$ cat config.mk
export PLATFORM = sky130hd
export DESIGN_NAME = inst_loader
export DESIGN_NICKNAME = d
export VERILOG_FILES = /design/src/rtl/inst_loader.sv
export SDC_FILE = /design/constraint.sdc
export NUM_CORES = 1
export LEC_CHECK = 0
export CAP_MARGIN = 20
export CORE_ASPECT_RATIO = 0.5
export CORE_UTILIZATION = 30
export DETAILED_ROUTE_END_ITERATION = 7
export GPL_ROUTABILITY_DRIVEN = 0
export PLACE_DENSITY = 0.55
export SKIP_CTS_REPAIR_TIMING = 1
export SLEW_MARGIN = 20
export SYNTH_ARGS = -nofsm -noshare
export SYNTH_HDL_FRONTEND = slang
export SYNTH_SLANG_ARGS = --single-unit
$ cat constraint.sdc
create_clock -name clk -period 1.9 [get_ports clk]
set_input_delay 0.285 -clock clk [delete_from_list [all_inputs] [get_ports clk]]
set_output_delay 0.285 -clock clk [all_outputs]
set_load 0.05 [all_outputs]
$ cat src/rtl/inst_loader.sv
`default_nettype none
// ============================================================================
// Module   : inst_loader
// Purpose  : Debounced button front-end that assembles a 16-bit instruction
//            from two byte presses; a third press issues the execute pulse.
//            Optional odd-parity byte checking when INST_PARITY_EN is defined.
// Revision : 1.0  initial release
// ============================================================================
module inst_loader #(
    parameter int DB_CYCLES = 16,
    parameter int CNT_W     = 5
) (
    input  logic       clk,
    input  logic       rst,
    input  logic       btn,
    input  logic [7:0] data_in,
`ifdef INST_PARITY_EN
    input  logic       data_par,
`endif
    output logic [3:0] opcode,
    output logic [1:0] rd,
    output logic [1:0] rs,
    output logic [7:0] imm,
    output logic       inst_done,
    output logic       btn_edge,
    output logic       byte_stb,
    output logic       load_phase,
    output logic       parity_err
);

    localparam logic [CNT_W-1:0] c_DB_LAST = CNT_W'(DB_CYCLES - 1);

    typedef enum logic [1:0] {
        ST_LOAD_HI = 2'd0,
        ST_LOAD_LO = 2'd1,
        ST_READY   = 2'd2,
        ST_EXEC    = 2'd3
    } state_t;

    state_t           r_state;
    state_t           w_state_nxt;
    logic             r_s1;
    logic             r_s2;
    logic             r_db_level;
    logic [CNT_W-1:0] r_db_cnt;
    logic [7:0]       r_data_q;
    logic [3:0]       r_opcode;
    logic [1:0]       r_rd;
    logic [1:0]       r_rs;
    logic [7:0]       r_imm;
    logic             r_inst_done;
    logic             r_btn_edge;
    logic             r_byte_stb;
    logic             r_load_phase;
    logic             w_accept;
    logic             w_press;
    logic             w_par_ok;
    logic             w_ld_hi;
    logic             w_ld_lo;
    logic             w_exec;

    always_ff @(posedge clk) begin
        if (rst) begin
            r_s1     <= 1'b0;
            r_s2     <= 1'b0;
            r_data_q <= 8'h00;
        end else begin
            r_s1     <= btn;
            r_s2     <= r_s1;
            r_data_q <= data_in;
        end
    end

    // A level change is accepted only after DB_CYCLES consecutive differing samples.
    assign w_accept = (r_s2 != r_db_level) && (r_db_cnt == c_DB_LAST);
    assign w_press  = w_accept && r_s2;

    always_ff @(posedge clk) begin
        if (rst) begin
            r_db_level <= 1'b0;
            r_db_cnt   <= '0;
        end else if (r_s2 == r_db_level) begin
            r_db_cnt   <= '0;
        end else if (w_accept) begin
            r_db_level <= r_s2;
            r_db_cnt   <= '0;
        end else begin
            r_db_cnt   <= r_db_cnt + CNT_W'(1);
        end
    end

`ifdef INST_PARITY_EN
    logic r_par_q;
    logic r_parity_err;
    logic w_par_rej;

    always_ff @(posedge clk) begin
        if (rst) r_par_q <= 1'b0;
        else     r_par_q <= data_par;
    end

    assign w_par_ok  = ^{r_par_q, r_data_q};
    assign w_par_rej = w_press && !w_par_ok &&
                       ((r_state == ST_LOAD_HI) || (r_state == ST_LOAD_LO));

    always_ff @(posedge clk) begin
        if (rst)                    r_parity_err <= 1'b0;
        else if (w_par_rej)         r_parity_err <= 1'b1;
        else if (w_ld_hi | w_ld_lo) r_parity_err <= 1'b0;
    end

    assign parity_err = r_parity_err;
`else
    assign w_par_ok   = 1'b1;
    assign parity_err = 1'b0;
`endif

    always_ff @(posedge clk) begin
        if (rst) r_state <= ST_LOAD_HI;
        else     r_state <= w_state_nxt;
    end

    // The execute pulse is issued while still in READY; EXEC follows it so that
    // inst_done covers both the pulse cycle and the one after.
    always_comb begin
        w_state_nxt = r_state;
        w_ld_hi     = 1'b0;
        w_ld_lo     = 1'b0;
        w_exec      = 1'b0;
        case (r_state)
            ST_LOAD_HI: begin
                if (w_press && w_par_ok) begin
                    w_ld_hi     = 1'b1;
                    w_state_nxt = ST_LOAD_LO;
                end
            end
            ST_LOAD_LO: begin
                if (w_press && w_par_ok) begin
                    w_ld_lo     = 1'b1;
                    w_state_nxt = ST_READY;
                end
            end
            ST_READY: begin
                if (r_btn_edge)   w_state_nxt = ST_EXEC;
                else if (w_press) w_exec      = 1'b1;
            end
            ST_EXEC:  w_state_nxt = ST_LOAD_HI;
            default:  w_state_nxt = ST_LOAD_HI;
        endcase
    end

    always_ff @(posedge clk) begin
        if (rst) begin
            r_opcode     <= 4'h0;
            r_rd         <= 2'd0;
            r_rs         <= 2'd0;
            r_imm        <= 8'h00;
            r_inst_done  <= 1'b0;
            r_btn_edge   <= 1'b0;
            r_byte_stb   <= 1'b0;
            r_load_phase <= 1'b0;
        end else begin
            r_byte_stb  <= w_ld_hi | w_ld_lo;
            r_btn_edge  <= w_exec;
            r_inst_done <= (w_state_nxt == ST_READY) || (w_state_nxt == ST_EXEC);
            if (w_ld_hi) begin
                r_opcode     <= r_data_q[7:4];
                r_rd         <= r_data_q[3:2];
                r_rs         <= r_data_q[1:0];
                r_load_phase <= 1'b1;
            end
            if (w_ld_lo) begin
                r_imm        <= r_data_q;
                r_load_phase <= 1'b0;
            end
        end
    end

    assign opcode     = r_opcode;
    assign rd         = r_rd;
    assign rs         = r_rs;
    assign imm        = r_imm;
    assign inst_done  = r_inst_done;
    assign btn_edge   = r_btn_edge;
    assign byte_stb   = r_byte_stb;
    assign load_phase = r_load_phase;

endmodule
`default_nettype wire

-- Word-level counts from Yosys, hierarchy flattened
Index checks and enable logic that the tools add are counted.
- flip-flop bits (word level): 38
- output and inout port bits: 21
- logic and storage cells: 41
- add/subtract/negate cells: 1
- equal/unequal tests: 8
- multiplexer cells: 7
- bitwise gates (word level): 3
- reductions and logical operators: 8
- operator list (operator ; count):
    $eq 2x2->1 const B ; 4
    $pmux 2 s4 ; 1
    $mux 2 ; 3
    $reduce_or 3->1 ; 2
    $add 5x1->5 const B ; 1
    $eq 5x4->1 const B ; 1
    $mux 1 ; 3
    $eq 2x1->1 const B ; 1
    $logic_and 1x1->1 ; 2
    $logic_not 2->1 ; 1
    $not 1->1 ; 2
    $reduce_and 2->1 ; 1
    $reduce_or 2->1 ; 1
    $eq 1x1->1 ; 1
    $logic_or 1x1->1 ; 1
    $ne 1x1->1 ; 1
    $or 1x1->1 ; 1

-- Depth between registers and ports, before layout
- depth in word-level cells: 7
- gate-level depth with buffers: 6
- depth with buffers taken out: 6

-- Least setup slack after synthesis
Ideal clock, no wire load.
- path kind: reg2reg
- from: reg r_db_cnt[0]
- to: reg r_opcode[0], in the netlist opcode[0]
- setup time: 0.072 ns
- arrival time: 1.561 ns
- slack: 0.268 ns
- stages on the path, launching flop included: 7
- path buffers: 0
- period minus slack after synthesis: 1.632 ns
- cell sequence: dfxtp_1 -> ha_1 -> and3_1 -> ha_1 -> nand3b_4 -> nor3_4 -> mux2i_1
- cells in the longest elaborated chain, start to end: 5
- RTL lines (what ; line ; source):
    start: declaration ; 45 ; logic [CNT_W-1:0] r_db_cnt;
    start signal: assignment ; 88 ; r_db_cnt <= r_db_cnt + CNT_W'(1);
    $eq 5x4->1 ; 75 ; assign w_accept = (r_s2 != r_db_level) && (r_db_cnt == c_DB_LAST);
    $logic_and 1x1->1 ; 75 ;
    $logic_and 1x1->1 ; 76 ; assign w_press = w_accept && r_s2;
    $mux 1 ; 132 ; if (w_press && w_par_ok) begin
    $mux 1 ; 130 ; case (r_state)
    end signal: assignment ; 167 ; r_opcode <= r_data_q[7:4];
    end: declaration ; 47 ; logic [3:0] r_opcode;
No other way between the ends.
A chain may end at the register's enable or synchronous reset.

-- Final worst setup path
- from: reg r_btn_edge, in the netlist btn_edge
- to: out btn_edge
- RTL lines (what ; line ; source):
    start: declaration ; 52 ; logic r_btn_edge;
    start signal: assignment ; 164 ; r_btn_edge <= w_exec;
    end: declaration ; 25 ; output logic btn_edge,
No word-level cell between the ends.

==> results by stage <==
Cells and area:
- The area growth from synthesis to layout is 36.0%.
- The register cell area after layout is 741 um2.
- The final antenna diode count is 0.
- The utilization of the core after routing is 44.2%.
- The area of combinational cells with multiple inputs is 536 um2.
- The post-route netlist has 9.20% of its cells at a drive strength greater than 1.
- The fill cell total of the finished layout is 416.
- The net count of the finished layout is 175.
- The library cell used most frequently in the layout, excluding fill and tap cells, is sky130_fd_sc_hd__dfxtp_1.
- Leaving out fill and tap cells, the most frequent cells in the layout are sky130_fd_sc_hd__dfxtp_1 (37), sky130_fd_sc_hd__clkdlybuf4s50_1 (29), sky130_fd_sc_hd__nand2_1 (24).

CTS:
- Counting every sink on the clock net gives 37.
- No sink is reached through more buffers than the 2 on the longest clock path.
- TritonCTS built the clock tree.
- The clock tree synthesis step divided the H-tree into 2 levels.
- The worst-skew pair later-pin latency is 0.28 ns.
- The clock tree root buffer cell is sky130_fd_sc_hd__clkbuf_8.
- Clock-pin slew was measured on the worst setup and hold paths at 0.07 ns.
- Buffers inserted during clock tree synthesis total 5.

Critical path:
- Data on the critical path is required at its endpoint by 1.62 ns.
- Among cell families on the critical path, the largest total delay comes from buffers and inverters.
- The worst setup path is captured at an output pin.
- The first element of the critical path is btn_edge$_SDFF_PP0_.
- The sum of buffers and inverters on the critical path is 1.
- The origin of the critical flop-to-flop path is r_db_cnt[0]$_SDFF_PP0_.
- The length in cells of the worst reg-to-reg path is 6.
- The type of the worst setup path is reg2out.
- Data arrives at the worst endpoint at 1.46 ns.
- The worst-path maximum fanout is 3.
- The reg-to-reg setup timing slack is 0.20 ns.
- The delay of the slowest cell on the worst path is 0.82 ns.
- The startpoint kind of the worst setup timing path is a flop.
- Among all stages on the critical path, the largest delay is contributed by sky130_fd_sc_hd__clkdlybuf4s50_1.
- In this run the critical register-to-register path is captured at imm[1]$_SDFFE_PP0P_.
- Walking the worst path, the cells encountered are clkdlybuf4s50_1.

Die:
- In this run the standard cell core region covers 0.00404 mm2.
- In this run the vertical extent of the chip is 48.8 um.
- For this configuration, the core starts out at a cell density of 32.5%.
- The total number of placement rows is 16.
- The floorplan step defined a die boundary enclosing 0.00466 mm2.
- The number of top-level pins is 32.
- The die outline width is 95.6 um.

GRT:
- Global routing used 11.4% of the available tracks.
- The number of antenna violations at the first check in global routing came to 0.
- The global-route wire length before repair is 3960 um.
- The leftover overflow at the end of global routing is 0.
- The via count of the first global-routing pass is 897.
- Entering global routing, the biggest net connects 15 pins.

Min path:
- The endpoint with the worst hold slack is r_s2$_SDFF_PP0_.
- The tightest min-delay check is of the reg2reg type.
- The critical hold path startpoint is r_s1$_SDFF_PP0_.
- The hold-critical path depth is 1.

Logic synthesis:
- The post-synthesis instance area is 0.00131 mm2.
- The number of nets in the synthesized netlist is 138.
- The synthesized design contains 0 enable-type register cells.
- The post-synthesis area per instance is 10.5 um2.
- Among all flip-flop cells after synthesis, the most frequent one is sky130_fd_sc_hd__dfxtp_1.
- For this run, the number of Yosys warnings is 0.
- Synthesis produced 125 cells.
- The share of flip-flops with an asynchronous set or reset is 0%.
- The sequential element share of the synthesized area is 56.4%.
- The number of synthesized register bits is 37.
- The count of distinct cell types in the synthesized netlist is 29.

Power and ir drop:
- The internal power of the cells totals 1.08 mW.
- For this design the ratio of total power to cell area is 762 mW/mm2.
- IR analysis of the VDD net gives a maximum drop of 0.221 mV.
- In this run, the combinational gates consume 4.3% of the power.
- The leakage dissipation is 0.750 nW.
- The switching portion of total power is 20.8%.
- The share of power burned in the clock network is 37.6%.
- The share of total power dissipated in sequential elements is 58.1%.
- The overall power consumption is 1.36 mW.
- For this design the total switching power over the nets is 0.283 mW.

STA:
- The count of final max-slew check failures was 0.
- For this run, the top clock speed supported by timing is 573 MHz.
- The ratio of final minimum period to clock period is 91.8%.
- The final-report setup violation count is 0.
- In the post-route analysis, the smallest setup slack over all paths is 0.155 ns.
- The relative slew slack is 66.1%.
- Summed over all failing endpoints, the final setup total negative slack is 0 ns.
- Setup repair after global routing left no endpoint under its margin.
- For the final database, setup skew stands at 0.00479 ns.
- For the pin with the worst max-slew slack, the measured transition is 0.507 ns.
- The final count of hold timing violations is 0.
- The clock period minus worst slack is 1.74 ns.

Detailed routing:
- Once detail routing completed, the nets flagged for antenna violations numbered 0.
- After detailed routing, the number of vias per cell comes to 4.20.
- After detailed routing, the average wire length per cell comes to 10.6 um.
- The final layout contains routed wiring with a total length of 2300 um.
- The DRC violation count after routing is 0.
- The DRC marker count from the first detailed-route iteration is 16.
- The routed layout has 912 vias.
- The iteration count of the initial detailed-routing pass is 4.

Placement:
- Port buffering added 30 buffers.
- The sum of net half-perimeters after detailed placement is 1670 um.
- Prior to clock tree synthesis, the placed netlist has a worst setup slack of 0.192 ns.

Job:
- The reported max-cap violation count is 0.

Run status:
- The run finished with clean final reports.
[flip-flops by register name, indices dropped and copies added (netlist names)]
register / flops
opcode: 4
rd: 2
rs: 2
r_db_level: 1
r_state: 2
imm: 8
r_db_cnt: 5
byte_stb: 1
r_s1: 1
load_phase: 1
btn_edge: 1
r_s2: 1
r_data_q: 8
[area by class of cell]
type	count	area share (%)
flip-flops and latches	37	41.5
multi-input cells	79	30.0
repair buffers	35	19.5
clock buffers	8	4.48
well taps	54	3.78
inverters	4	0.840
[how the worst max path moves through the flow]
stage,end,slack (ns),depth (start not counted)
after CTS,btn_edge,0.15,1
after global routing,opcode[2]$_SDFFE_PP0P_,0.08,7
final,btn_edge,0.16,1
after floorplan,opcode[0]$_SDFFE_PP0P_,0.27,6
after detailed placement,r_state[0]$_SDFF_PP0_,0.19,6
after global placement,imm[7]$_SDFFE_PP0P_,0.25,6
[power by group through the flow]
stage,Sequential (mW),Combinational [mW],Clock (mW)
after detailed placement,0.809,0.0597,0
after global routing,0.792,0.0648,0.569
final,0.791,0.0586,0.512
after CTS,0.791,0.0596,0.536
after global placement,0.809,0.0594,0
after floorplan,0.808,0.0285,0
[stage by stage]
step                hold slack (ns)  std cells  instance area (um2)
floorplan                     0.357        125                 1310
global placement              0.419        209                 1710
detailed placement            0.445        209                 1710
CTS                           0.459        217                 1790
global route                  0.475        217                 1790
finish                        0.448        217                 1790
[kinds of logic after synthesis]
family                   Yosys count  synth area share, %
multiplexers                      17                 13.0
flip-flops                        37                 56.4
AND/OR/NAND/NOR                   52                 21.3
adder cells (fa/ha/maj)            2                 1.90
XOR/XNOR                           3                 2.00
AO/OA/AOI/OAI                      4                 2.29
buffers and inverters              9                 2.86
other                              1                0.285
[cell usage after synthesis, drive strengths merged (2+ instances only)]
cell type | count | area (um2)
buf | 2 | 11.3
nor2 | 7 | 26.3
clkbuf | 3 | 11.3
xnor2 | 2 | 17.5
nand2 | 25 | 101
ha | 2 | 25.0
nor3 | 2 | 21.3
dfxtp | 37 | 741
nor2b | 10 | 62.6
inv | 3 | 11.3
mux2i | 17 | 170
[routing by layer]
layer	wire [um]	vias to the layer above	share of wire, %	global-route usage, %
met2	1110	14	48	18.2
li1	-	476	-	-
met3	92	0	4.0	4.67
met4	0	0	0	5.97
met5	0	-	0	0
met1	1100	422	48	13.1
Power figures use the tool's default switching activity.
